<file path="src/rtl/operand_fetch_pkg.sv">
// Shared core definitions for the operand fetch slice: sizes, FSM state
// encoding and the latched request record.
package rv_core_pkg;

    localparam int XLEN     = 32;
    localparam int REG_AW   = 5;
    localparam int NUM_REGS = 2 ** REG_AW;

    localparam logic [REG_AW-1:0] REG_X0 = {REG_AW{1'b0}};

    typedef enum logic [1:0] {
        IDLE = 2'd0,
        READ = 2'd1,
        HOLD = 2'd2
    } opfetch_state_t;

    typedef struct packed {
        logic [REG_AW-1:0] rs1;
        logic [REG_AW-1:0] rs2;
        logic [REG_AW-1:0] rd;
        logic              rd_wen;
        logic [XLEN-1:0]   pc;
    } fetch_req_t;

endpackage

</file>
<file path="src/rtl/operand_fetch_if.sv">
// Decode/regfile/writeback/execute signal bundle around operand_fetch.
// slave is the operand_fetch side, master is the surrounding pipeline.
interface operand_fetch_if;
    import rv_core_pkg::*;

    logic              in_valid;
    logic              in_ready;
    logic [REG_AW-1:0] in_rs1;
    logic [REG_AW-1:0] in_rs2;
    logic [REG_AW-1:0] in_rd;
    logic              in_rd_wen;
    logic [XLEN-1:0]   in_pc;
    logic [REG_AW-1:0] rf_rs1;
    logic [REG_AW-1:0] rf_rs2;
    logic [XLEN-1:0]   rf_rs1_data;
    logic [XLEN-1:0]   rf_rs2_data;
    logic              rf_wen;
    logic [REG_AW-1:0] rf_rd;
    logic [XLEN-1:0]   rf_rd_data;
    logic              wb_valid;
    logic [REG_AW-1:0] wb_rd;
    logic [XLEN-1:0]   wb_data;
    logic              out_valid;
    logic              out_ready;
    logic [XLEN-1:0]   out_rs1_data;
    logic [XLEN-1:0]   out_rs2_data;
    logic [REG_AW-1:0] out_rd;
    logic              out_rd_wen;
    logic [XLEN-1:0]   out_pc;

    modport slave (
        input  in_valid, in_rs1, in_rs2, in_rd, in_rd_wen, in_pc,
        input  rf_rs1_data, rf_rs2_data, wb_valid, wb_rd, wb_data, out_ready,
        output in_ready, rf_rs1, rf_rs2, rf_wen, rf_rd, rf_rd_data,
        output out_valid, out_rs1_data, out_rs2_data, out_rd, out_rd_wen, out_pc
    );

    modport master (
        output in_valid, in_rs1, in_rs2, in_rd, in_rd_wen, in_pc,
        output rf_rs1_data, rf_rs2_data, wb_valid, wb_rd, wb_data, out_ready,
        input  in_ready, rf_rs1, rf_rs2, rf_wen, rf_rd, rf_rd_data,
        input  out_valid, out_rs1_data, out_rs2_data, out_rd, out_rd_wen, out_pc
    );

endinterface

</file>
<file path="src/rtl/operand_fetch_scoreboard.sv">
// Pending-write scoreboard: one bit per register, x0 never pending.
// Set and clear may target different registers in the same cycle.
module reg_scoreboard
    import rv_core_pkg::*;
(
    input  logic              clk,
    input  logic              rst,
    input  logic              set_en,
    input  logic [REG_AW-1:0] set_idx,
    input  logic              clr_en,
    input  logic [REG_AW-1:0] clr_idx,
    input  logic [REG_AW-1:0] qa_idx,
    input  logic [REG_AW-1:0] qb_idx,
    input  logic [REG_AW-1:0] qc_idx,
    output logic              qa,
    output logic              qb,
    output logic              qc
);

    localparam logic [NUM_REGS-1:0] BIT0 = {{(NUM_REGS-1){1'b0}}, 1'b1};

    logic [NUM_REGS-1:0] pending_r;
    logic [NUM_REGS-1:0] set_mask_s;
    logic [NUM_REGS-1:0] clr_mask_s;
    logic [NUM_REGS-1:0] pending_next_s;

    assign set_mask_s     = set_en ? (BIT0 << set_idx) : {NUM_REGS{1'b0}};
    assign clr_mask_s     = clr_en ? (BIT0 << clr_idx) : {NUM_REGS{1'b0}};
    assign pending_next_s = ((pending_r & ~clr_mask_s) | set_mask_s) & ~BIT0;

    // Pending bit register
    always_ff @(posedge clk or posedge rst) begin
        if (rst) begin
            pending_r <= {NUM_REGS{1'b0}};
        end else begin
            pending_r <= pending_next_s;
        end
    end

    assign qa = pending_r[qa_idx];
    assign qb = pending_r[qb_idx];
    assign qc = pending_r[qc_idx];

endmodule

</file>
<file path="src/rtl/operand_fetch.sv">
// Register-file operand fetch with RAW/WAW scoreboard stall.
// Optional writeback-to-operand bypass: define OPERAND_FETCH_BYPASS_EN.
module operand_fetch
    import rv_core_pkg::*;
(
    input  logic            clk,
    input  logic            rst,
    operand_fetch_if.slave  bus
);

    opfetch_state_t  state_r;
    opfetch_state_t  next_state_s;
    fetch_req_t      req_r;
    logic [XLEN-1:0] hold_rs1_r;
    logic [XLEN-1:0] hold_rs2_r;
    logic [XLEN-1:0] opnd_rs1_s;
    logic [XLEN-1:0] opnd_rs2_s;
    logic            pend_rs1_s;
    logic            pend_rs2_s;
    logic            pend_rd_s;
    logic            byp_hit_rs1_s;
    logic            byp_hit_rs2_s;
    logic            byp_sel_rs1_s;
    logic            byp_sel_rs2_s;
    logic [XLEN-1:0] byp_rs1_s;
    logic [XLEN-1:0] byp_rs2_s;
    logic            hazard_s;
    logic            out_fire_s;
    logic            accept_s;
    logic            set_en_s;

    reg_scoreboard u_sb (
        .clk     (clk),
        .rst     (rst),
        .set_en  (set_en_s),
        .set_idx (bus.in_rd),
        .clr_en  (bus.wb_valid),
        .clr_idx (bus.wb_rd),
        .qa_idx  (bus.in_rs1),
        .qb_idx  (bus.in_rs2),
        .qc_idx  (bus.in_rd),
        .qa      (pend_rs1_s),
        .qb      (pend_rs2_s),
        .qc      (pend_rd_s)
    );

`ifdef OPERAND_FETCH_BYPASS_EN
    logic            byp_flag_rs1_r;
    logic            byp_flag_rs2_r;
    logic [XLEN-1:0] byp_data_rs1_r;
    logic [XLEN-1:0] byp_data_rs2_r;

    assign byp_hit_rs1_s = bus.wb_valid && (bus.wb_rd == bus.in_rs1);
    assign byp_hit_rs2_s = bus.wb_valid && (bus.wb_rd == bus.in_rs2);

    // Capture the concurrent writeback result for sources whose hazard was waived
    always_ff @(posedge clk or posedge rst) begin
        if (rst) begin
            byp_flag_rs1_r <= 1'b0;
            byp_flag_rs2_r <= 1'b0;
            byp_data_rs1_r <= {XLEN{1'b0}};
            byp_data_rs2_r <= {XLEN{1'b0}};
        end else if (accept_s) begin
            byp_flag_rs1_r <= byp_hit_rs1_s;
            byp_flag_rs2_r <= byp_hit_rs2_s;
            byp_data_rs1_r <= bus.wb_data;
            byp_data_rs2_r <= bus.wb_data;
        end
    end

    assign byp_sel_rs1_s = byp_flag_rs1_r;
    assign byp_sel_rs2_s = byp_flag_rs2_r;
    assign byp_rs1_s     = byp_data_rs1_r;
    assign byp_rs2_s     = byp_data_rs2_r;
`else
    assign byp_hit_rs1_s = 1'b0;
    assign byp_hit_rs2_s = 1'b0;
    assign byp_sel_rs1_s = 1'b0;
    assign byp_sel_rs2_s = 1'b0;
    assign byp_rs1_s     = {XLEN{1'b0}};
    assign byp_rs2_s     = {XLEN{1'b0}};
`endif

    // rd hazards (WAW) are never waived by the bypass
    assign hazard_s = ((bus.in_rs1 != REG_X0) && pend_rs1_s && !byp_hit_rs1_s) ||
                      ((bus.in_rs2 != REG_X0) && pend_rs2_s && !byp_hit_rs2_s) ||
                      (bus.in_rd_wen && (bus.in_rd != REG_X0) && pend_rd_s);

    assign bus.out_valid = (state_r != IDLE);
    assign out_fire_s    = bus.out_valid && bus.out_ready;
    assign bus.in_ready  = ((state_r == IDLE) || out_fire_s) && !hazard_s;
    assign accept_s      = bus.in_valid && bus.in_ready;
    assign set_en_s      = accept_s && bus.in_rd_wen && (bus.in_rd != REG_X0);

    assign bus.rf_rs1     = accept_s ? bus.in_rs1 : REG_X0;
    assign bus.rf_rs2     = accept_s ? bus.in_rs2 : REG_X0;
    assign bus.rf_wen     = bus.wb_valid && (bus.wb_rd != REG_X0);
    assign bus.rf_rd      = bus.wb_rd;
    assign bus.rf_rd_data = bus.wb_data;

    // Next-state logic
    always_comb begin
        next_state_s = state_r;
        case (state_r)
            IDLE: begin
                if (accept_s) next_state_s = READ;
                else          next_state_s = IDLE;
            end
            READ, HOLD: begin
                if (out_fire_s) next_state_s = accept_s ? READ : IDLE;
                else            next_state_s = HOLD;
            end
            default: next_state_s = IDLE;
        endcase
    end

    // Operand select: live read data in READ, holding registers otherwise
    always_comb begin
        opnd_rs1_s = hold_rs1_r;
        opnd_rs2_s = hold_rs2_r;
        if (state_r == READ) begin
            if (req_r.rs1 == REG_X0) opnd_rs1_s = {XLEN{1'b0}};
            else if (byp_sel_rs1_s)  opnd_rs1_s = byp_rs1_s;
            else                     opnd_rs1_s = bus.rf_rs1_data;
            if (req_r.rs2 == REG_X0) opnd_rs2_s = {XLEN{1'b0}};
            else if (byp_sel_rs2_s)  opnd_rs2_s = byp_rs2_s;
            else                     opnd_rs2_s = bus.rf_rs2_data;
        end else begin
            opnd_rs1_s = hold_rs1_r;
            opnd_rs2_s = hold_rs2_r;
        end
    end

    // State register
    always_ff @(posedge clk or posedge rst) begin
        if (rst) state_r <= IDLE;
        else     state_r <= next_state_s;
    end

    // Request latch on accept
    always_ff @(posedge clk or posedge rst) begin
        if (rst) begin
            req_r <= '{rs1: REG_X0, rs2: REG_X0, rd: REG_X0, rd_wen: 1'b0, pc: {XLEN{1'b0}}};
        end else if (accept_s) begin
            req_r <= '{rs1: bus.in_rs1, rs2: bus.in_rs2, rd: bus.in_rd,
                       rd_wen: bus.in_rd_wen, pc: bus.in_pc};
        end
    end

    // Operand holding registers, refreshed every READ cycle
    always_ff @(posedge clk or posedge rst) begin
        if (rst) begin
            hold_rs1_r <= {XLEN{1'b0}};
            hold_rs2_r <= {XLEN{1'b0}};
        end else if (state_r == READ) begin
            hold_rs1_r <= opnd_rs1_s;
            hold_rs2_r <= opnd_rs2_s;
        end
    end

    assign bus.out_rs1_data = opnd_rs1_s;
    assign bus.out_rs2_data = opnd_rs2_s;
    assign bus.out_rd       = req_r.rd;
    assign bus.out_rd_wen   = req_r.rd_wen;
    assign bus.out_pc       = req_r.pc;

endmodule

</file>
<file path="src/flat_wrapper.sv">
// flat-port wrapper written by rule: the top's interface ports become plain ports
module operand_fetch_flat import rv_core_pkg::*;
  (clk, rst, bus_in_valid, bus_in_rs1, bus_in_rs2, bus_in_rd, bus_in_rd_wen, bus_in_pc, bus_rf_rs1_data, bus_rf_rs2_data, bus_wb_valid, bus_wb_rd, bus_wb_data, bus_out_ready, bus_in_ready, bus_rf_rs1, bus_rf_rs2, bus_rf_wen, bus_rf_rd, bus_rf_rd_data, bus_out_valid, bus_out_rs1_data, bus_out_rs2_data, bus_out_rd, bus_out_rd_wen, bus_out_pc);
  operand_fetch_if bus_i ();
  input  logic clk;
  input  logic rst;
  input wire logic [$bits(bus_i.in_valid)-1:0] bus_in_valid;
  input wire logic [$bits(bus_i.in_rs1)-1:0] bus_in_rs1;
  input wire logic [$bits(bus_i.in_rs2)-1:0] bus_in_rs2;
  input wire logic [$bits(bus_i.in_rd)-1:0] bus_in_rd;
  input wire logic [$bits(bus_i.in_rd_wen)-1:0] bus_in_rd_wen;
  input wire logic [$bits(bus_i.in_pc)-1:0] bus_in_pc;
  input wire logic [$bits(bus_i.rf_rs1_data)-1:0] bus_rf_rs1_data;
  input wire logic [$bits(bus_i.rf_rs2_data)-1:0] bus_rf_rs2_data;
  input wire logic [$bits(bus_i.wb_valid)-1:0] bus_wb_valid;
  input wire logic [$bits(bus_i.wb_rd)-1:0] bus_wb_rd;
  input wire logic [$bits(bus_i.wb_data)-1:0] bus_wb_data;
  input wire logic [$bits(bus_i.out_ready)-1:0] bus_out_ready;
  output wire logic [$bits(bus_i.in_ready)-1:0] bus_in_ready;
  output wire logic [$bits(bus_i.rf_rs1)-1:0] bus_rf_rs1;
  output wire logic [$bits(bus_i.rf_rs2)-1:0] bus_rf_rs2;
  output wire logic [$bits(bus_i.rf_wen)-1:0] bus_rf_wen;
  output wire logic [$bits(bus_i.rf_rd)-1:0] bus_rf_rd;
  output wire logic [$bits(bus_i.rf_rd_data)-1:0] bus_rf_rd_data;
  output wire logic [$bits(bus_i.out_valid)-1:0] bus_out_valid;
  output wire logic [$bits(bus_i.out_rs1_data)-1:0] bus_out_rs1_data;
  output wire logic [$bits(bus_i.out_rs2_data)-1:0] bus_out_rs2_data;
  output wire logic [$bits(bus_i.out_rd)-1:0] bus_out_rd;
  output wire logic [$bits(bus_i.out_rd_wen)-1:0] bus_out_rd_wen;
  output wire logic [$bits(bus_i.out_pc)-1:0] bus_out_pc;
  assign bus_i.in_valid = bus_in_valid;
  assign bus_i.in_rs1 = bus_in_rs1;
  assign bus_i.in_rs2 = bus_in_rs2;
  assign bus_i.in_rd = bus_in_rd;
  assign bus_i.in_rd_wen = bus_in_rd_wen;
  assign bus_i.in_pc = bus_in_pc;
  assign bus_i.rf_rs1_data = bus_rf_rs1_data;
  assign bus_i.rf_rs2_data = bus_rf_rs2_data;
  assign bus_i.wb_valid = bus_wb_valid;
  assign bus_i.wb_rd = bus_wb_rd;
  assign bus_i.wb_data = bus_wb_data;
  assign bus_i.out_ready = bus_out_ready;
  assign bus_in_ready = bus_i.in_ready;
  assign bus_rf_rs1 = bus_i.rf_rs1;
  assign bus_rf_rs2 = bus_i.rf_rs2;
  assign bus_rf_wen = bus_i.rf_wen;
  assign bus_rf_rd = bus_i.rf_rd;
  assign bus_rf_rd_data = bus_i.rf_rd_data;
  assign bus_out_valid = bus_i.out_valid;
  assign bus_out_rs1_data = bus_i.out_rs1_data;
  assign bus_out_rs2_data = bus_i.out_rs2_data;
  assign bus_out_rd = bus_i.out_rd;
  assign bus_out_rd_wen = bus_i.out_rd_wen;
  assign bus_out_pc = bus_i.out_pc;
  operand_fetch u_core (.clk(clk), .rst(rst), .bus(bus_i));
endmodule
</file>
<file path="config.mk">
export PLATFORM = sky130hd
export DESIGN_NAME = operand_fetch_flat
export DESIGN_NICKNAME = d
export VERILOG_FILES = /design/src/rtl/operand_fetch_pkg.sv /design/src/rtl/operand_fetch_if.sv /design/src/rtl/operand_fetch_scoreboard.sv /design/src/rtl/operand_fetch.sv /design/src/flat_wrapper.sv
export SDC_FILE = /design/constraint.sdc
export NUM_CORES = 1
export LEC_CHECK = 0
export ABC_AREA = 0
export CAP_MARGIN = 25
export CORE_MARGIN = 2
export CORE_UTILIZATION = 44
export DETAILED_ROUTE_END_ITERATION = 16
export MAX_ROUTING_LAYER = met4
export PLACE_DENSITY = 0.79
export SETUP_SLACK_MARGIN = 0.2
export SLEW_MARGIN = 10
export SYNTH_ARGS = -nofsm -noshare
export SYNTH_HDL_FRONTEND = slang
export SYNTH_SLANG_ARGS = --single-unit
</file>
<file path="constraint.sdc">
create_clock -name clk -period 6.2 [get_ports clk]
set_clock_uncertainty 0.15 [all_clocks]
set_input_delay 0.62 -clock clk [delete_from_list [all_inputs] [get_ports clk]]
set_output_delay 0.62 -clock clk [all_outputs]
set_load 0.02 [all_outputs]
</file>
==> results.md <==
- DRT iter0 DRCs: 278
- Drt total wl: 19700 µm
- Area share of the largest cell type after synthesis: 0.469
- Post-synth top area cell: dfrtp_1
- FMAX: 207 MHz
- CTS tree: done
- CTS Sinks: 145
- Maximum VDD drop: 0.251 mV
- Pwr dens: 457 nW/µm²
- Worst skew pair latency: 0.41 ns
- Number of synthesized flops with an enable pin: 0
- Filler cells: 1451
- Vias: 6074
- Final core utilization: 0.598
- Vias in the first global route: 5975
- Row cnt: 48
- # diodes: 0
- Flops & latches, synth: 145
- DIE WIDTH: 137 µm
- Post-synthesis cell type count: 45
- Vias per std cell: 5.26
- NumNets Final: 1075
- Period minus WS final: 4.84 ns
- Synthesized Nets: 925
- Port Buffers: 241
- Worst Path Arrival: 4.07 ns
- Clk root buf: clkbuf_16
- Synth top area cells: dfrtp_1 (47%), o21ai_0 (10%), buf_4 (7.2%)
- Required @ worst endpoint: 5.43 ns
- Core area: 17200 µm²
- Share of synthesized registers carrying an async set or reset: 1.00
- Max clock buf depth: 2
- TNS Setup: 0 ns
- Synthesized area per cell: 10.1 µm²
- Post-synth top flop: dfrtp_1
- Clock-pin slew on the worst setup and hold paths: 0.06 ns
- DRC: 0
- Worst hold-check path type: register to register
- Result of the run: finished, final reports clean
- Post-CTS Resized: 0
- CTS Hold Bufs: 0
- Highest fanout seen on the critical path: 21
- Final setup fails: 0
- Hpwl dp: 14200 µm
- Share of the yosys chip area belonging to registers: 0.469
- Commonest cells post-synth: o21ai_0 (160), dfrtp_1 (145), inv_1 (80), nand2_1 (75), buf_4 (74)
- Average routed wire per standard cell: 17.1 µm
- Crit path capture type: primary output
- Worst Tran Pin Value: 0.948 ns
- Cells after Synth: 768
- Final hold violation count: 0
- Die area: 18700 µm²
- Leakage power: 4.37 nW
- Global-route wire length before repair: 30600 µm
- WHS: 0.352 ns
- Slew Limit Headroom: 0.368
- Fin. max-slew vios: 0
- Ys Warns: 0
- Initial antenna violation count: 0
- Share of cells above drive strength 1: 0.116
- 1st-pass router iterations: 6
- Post-CTS Setup Bufs: 0
- GP Congestion: 0.918
- Die Span Y: 137 µm
- Post-route clock period utilization: 0.780
- Worst setup SP type: primary input
- H-tree depth: 4
- Syn-to-layout area delta: 33.2%
- Total GRT Usage: 0.218
- Grt total ovfl: 0
- Max_cap viols: 0
- Most numerous cell in the Yosys netlist: o21ai_0
- Unrepaired setup endpoints after global routing: no
- Largest net degree at the start of global routing: 130
- Mapped cell area: 7740 µm²
- Total CTS buffers: 17
- I/O pins: 306
- Setup CP Type: primary input to primary output
- Final ANT Viol Nets: 0
- Starting Density: 0.449
==> per-layer routing <==
metal	global-route usage	wire length [µm]	up-vias
li1	-	-	2870
met1	0.265	8060	2926
met2	0.356	9700	253
met3	0.0563	1630	25
met4	0.0689	305	0
met5	-	0	-
==> layout make-up <==
class	instances	area (µm²)	share of cell area
multi-input cells	426	3050	0.296
repair buffers	248	2460	0.239
flip-flops and latches	145	3630	0.352
clock inverters	12	133	0.0129
well taps	225	282	0.0273
inverters	80	305	0.0296
clock buffers	19	443	0.0430
==> cells in the final DEF, fill, tap and decap left out, types with 2 or more instances in the layout <==
cell type / synthesis / layout
nand3b_1: 5 / 5
or2_2: 2 / 2
o2111a_1: 2 / 2
nand4b_1: 3 / 3
mux2_2: 34 / 34
a21oi_1: 3 / 3
inv_1: 80 / 79
a211oi_1: 2 / 2
o211ai_1: 2 / 2
nor3_1: 3 / 3
nand3_1: 6 / 6
mux4_1: 4 / 4
mux2_4: 15 / 15
nand2_1: 75 / 75
mux2i_1: 11 / 11
ha_1: 3 / 2
o31ai_1: 31 / 31
nand2b_1: 7 / 7
clkinv_2: 0 / 3
clkbuf_16: 0 / 17
bufinv_16: 0 / 2
or4_1: 2 / 2
inv_6: 0 / 3
nand4_1: 3 / 3
o21ai_0: 160 / 160
nor2b_1: 5 / 5
buf_4: 74 / 7
or3_1: 2 / 2
clkdlybuf4s50_1: 0 / 241
mux4_2: 15 / 15
clkinvlp_4: 0 / 3
clkinv_4: 0 / 2
dfrtp_1: 145 / 145
nor2_1: 16 / 16
o21a_1: 2 / 2
==> kinds of logic after synthesis <==
logic type | Yosys count | share of synthesized area
muxes | 79 | 0.150
buffers and inverters | 197 | 0.139
adders and majority gates | 3 | 0.00485
AOI/OAI and AO/OA | 212 | 0.157
DFF | 145 | 0.469
and+or+nand+nor | 132 | 0.0805
==> power breakdown <==
part	switching, mW	internal (mW)
clock	0.397	0.602
combinational	1.17	1.05
sequential	0.171	1.31
total	1.74	2.97
==> sequential cells by signal, indices dropped and copies added, names as in the netlist <==
| register | count |
|---|---|
| u_core.state_r | 2 |
| u_core.req_r | 10 |
| u_core.bus.out_pc | 32 |
| u_core.hold_rs1_r | 32 |
| u_core.u_sb.pending_r | 31 |
| u_core.bus.out_rd | 5 |
| u_core.bus.out_rd_wen | 1 |
| u_core.hold_rs2_r | 32 |
==> stage by stage <==
stage | total power, mW | area (µm²) | setup slack, ns | cells
CTS | 4.76 | 10300 | 1.35 | 1155
global route | 5.01 | 10300 | 1.16 | 1155
detailed placement | 3.73 | 9730 | 1.37 | 1124
finish | 4.71 | 10300 | 1.36 | 1155
global placement | 3.68 | 9730 | 1.42 | 1124
floorplan | 2.87 | 7740 | 1.54 | 768
==> path summary, 6_finish.rpt <==
check | from | cells after the start | slack [ns] | end
setup / recovery | bus_in_rs1[1] | 8 | 1.36 | bus_rf_rs2[0]
hold / removal | u_core.req_r[41] | 1 | 0.35 | u_core.req_r[41]
setup reg to reg | u_core.u_sb.pending_r[30] | 7 | 3.06 | u_core.bus.out_pc[8]
hold reg to reg | u_core.req_r[41] | 1 | 0.35 | u_core.req_r[41]
max in group asynchronous | rst | 3 | 4.07 | u_core.hold_rs2_r[24]
min in group asynchronous | rst | 2 | 0.61 | u_core.bus.out_pc[7]
==> critical path, stage by stage <==
cell             delay (ns)
clkdlybuf4s50_1        0.81
mux4_2                 0.57
mux2i_1                0.16
o22ai_1                0.12
nor3_1                 0.39
o2111ai_4              0.51
nor2_1                 0.26
clkdlybuf4s50_1        0.63
Note: power is estimated with default switching activity, not from simulation.
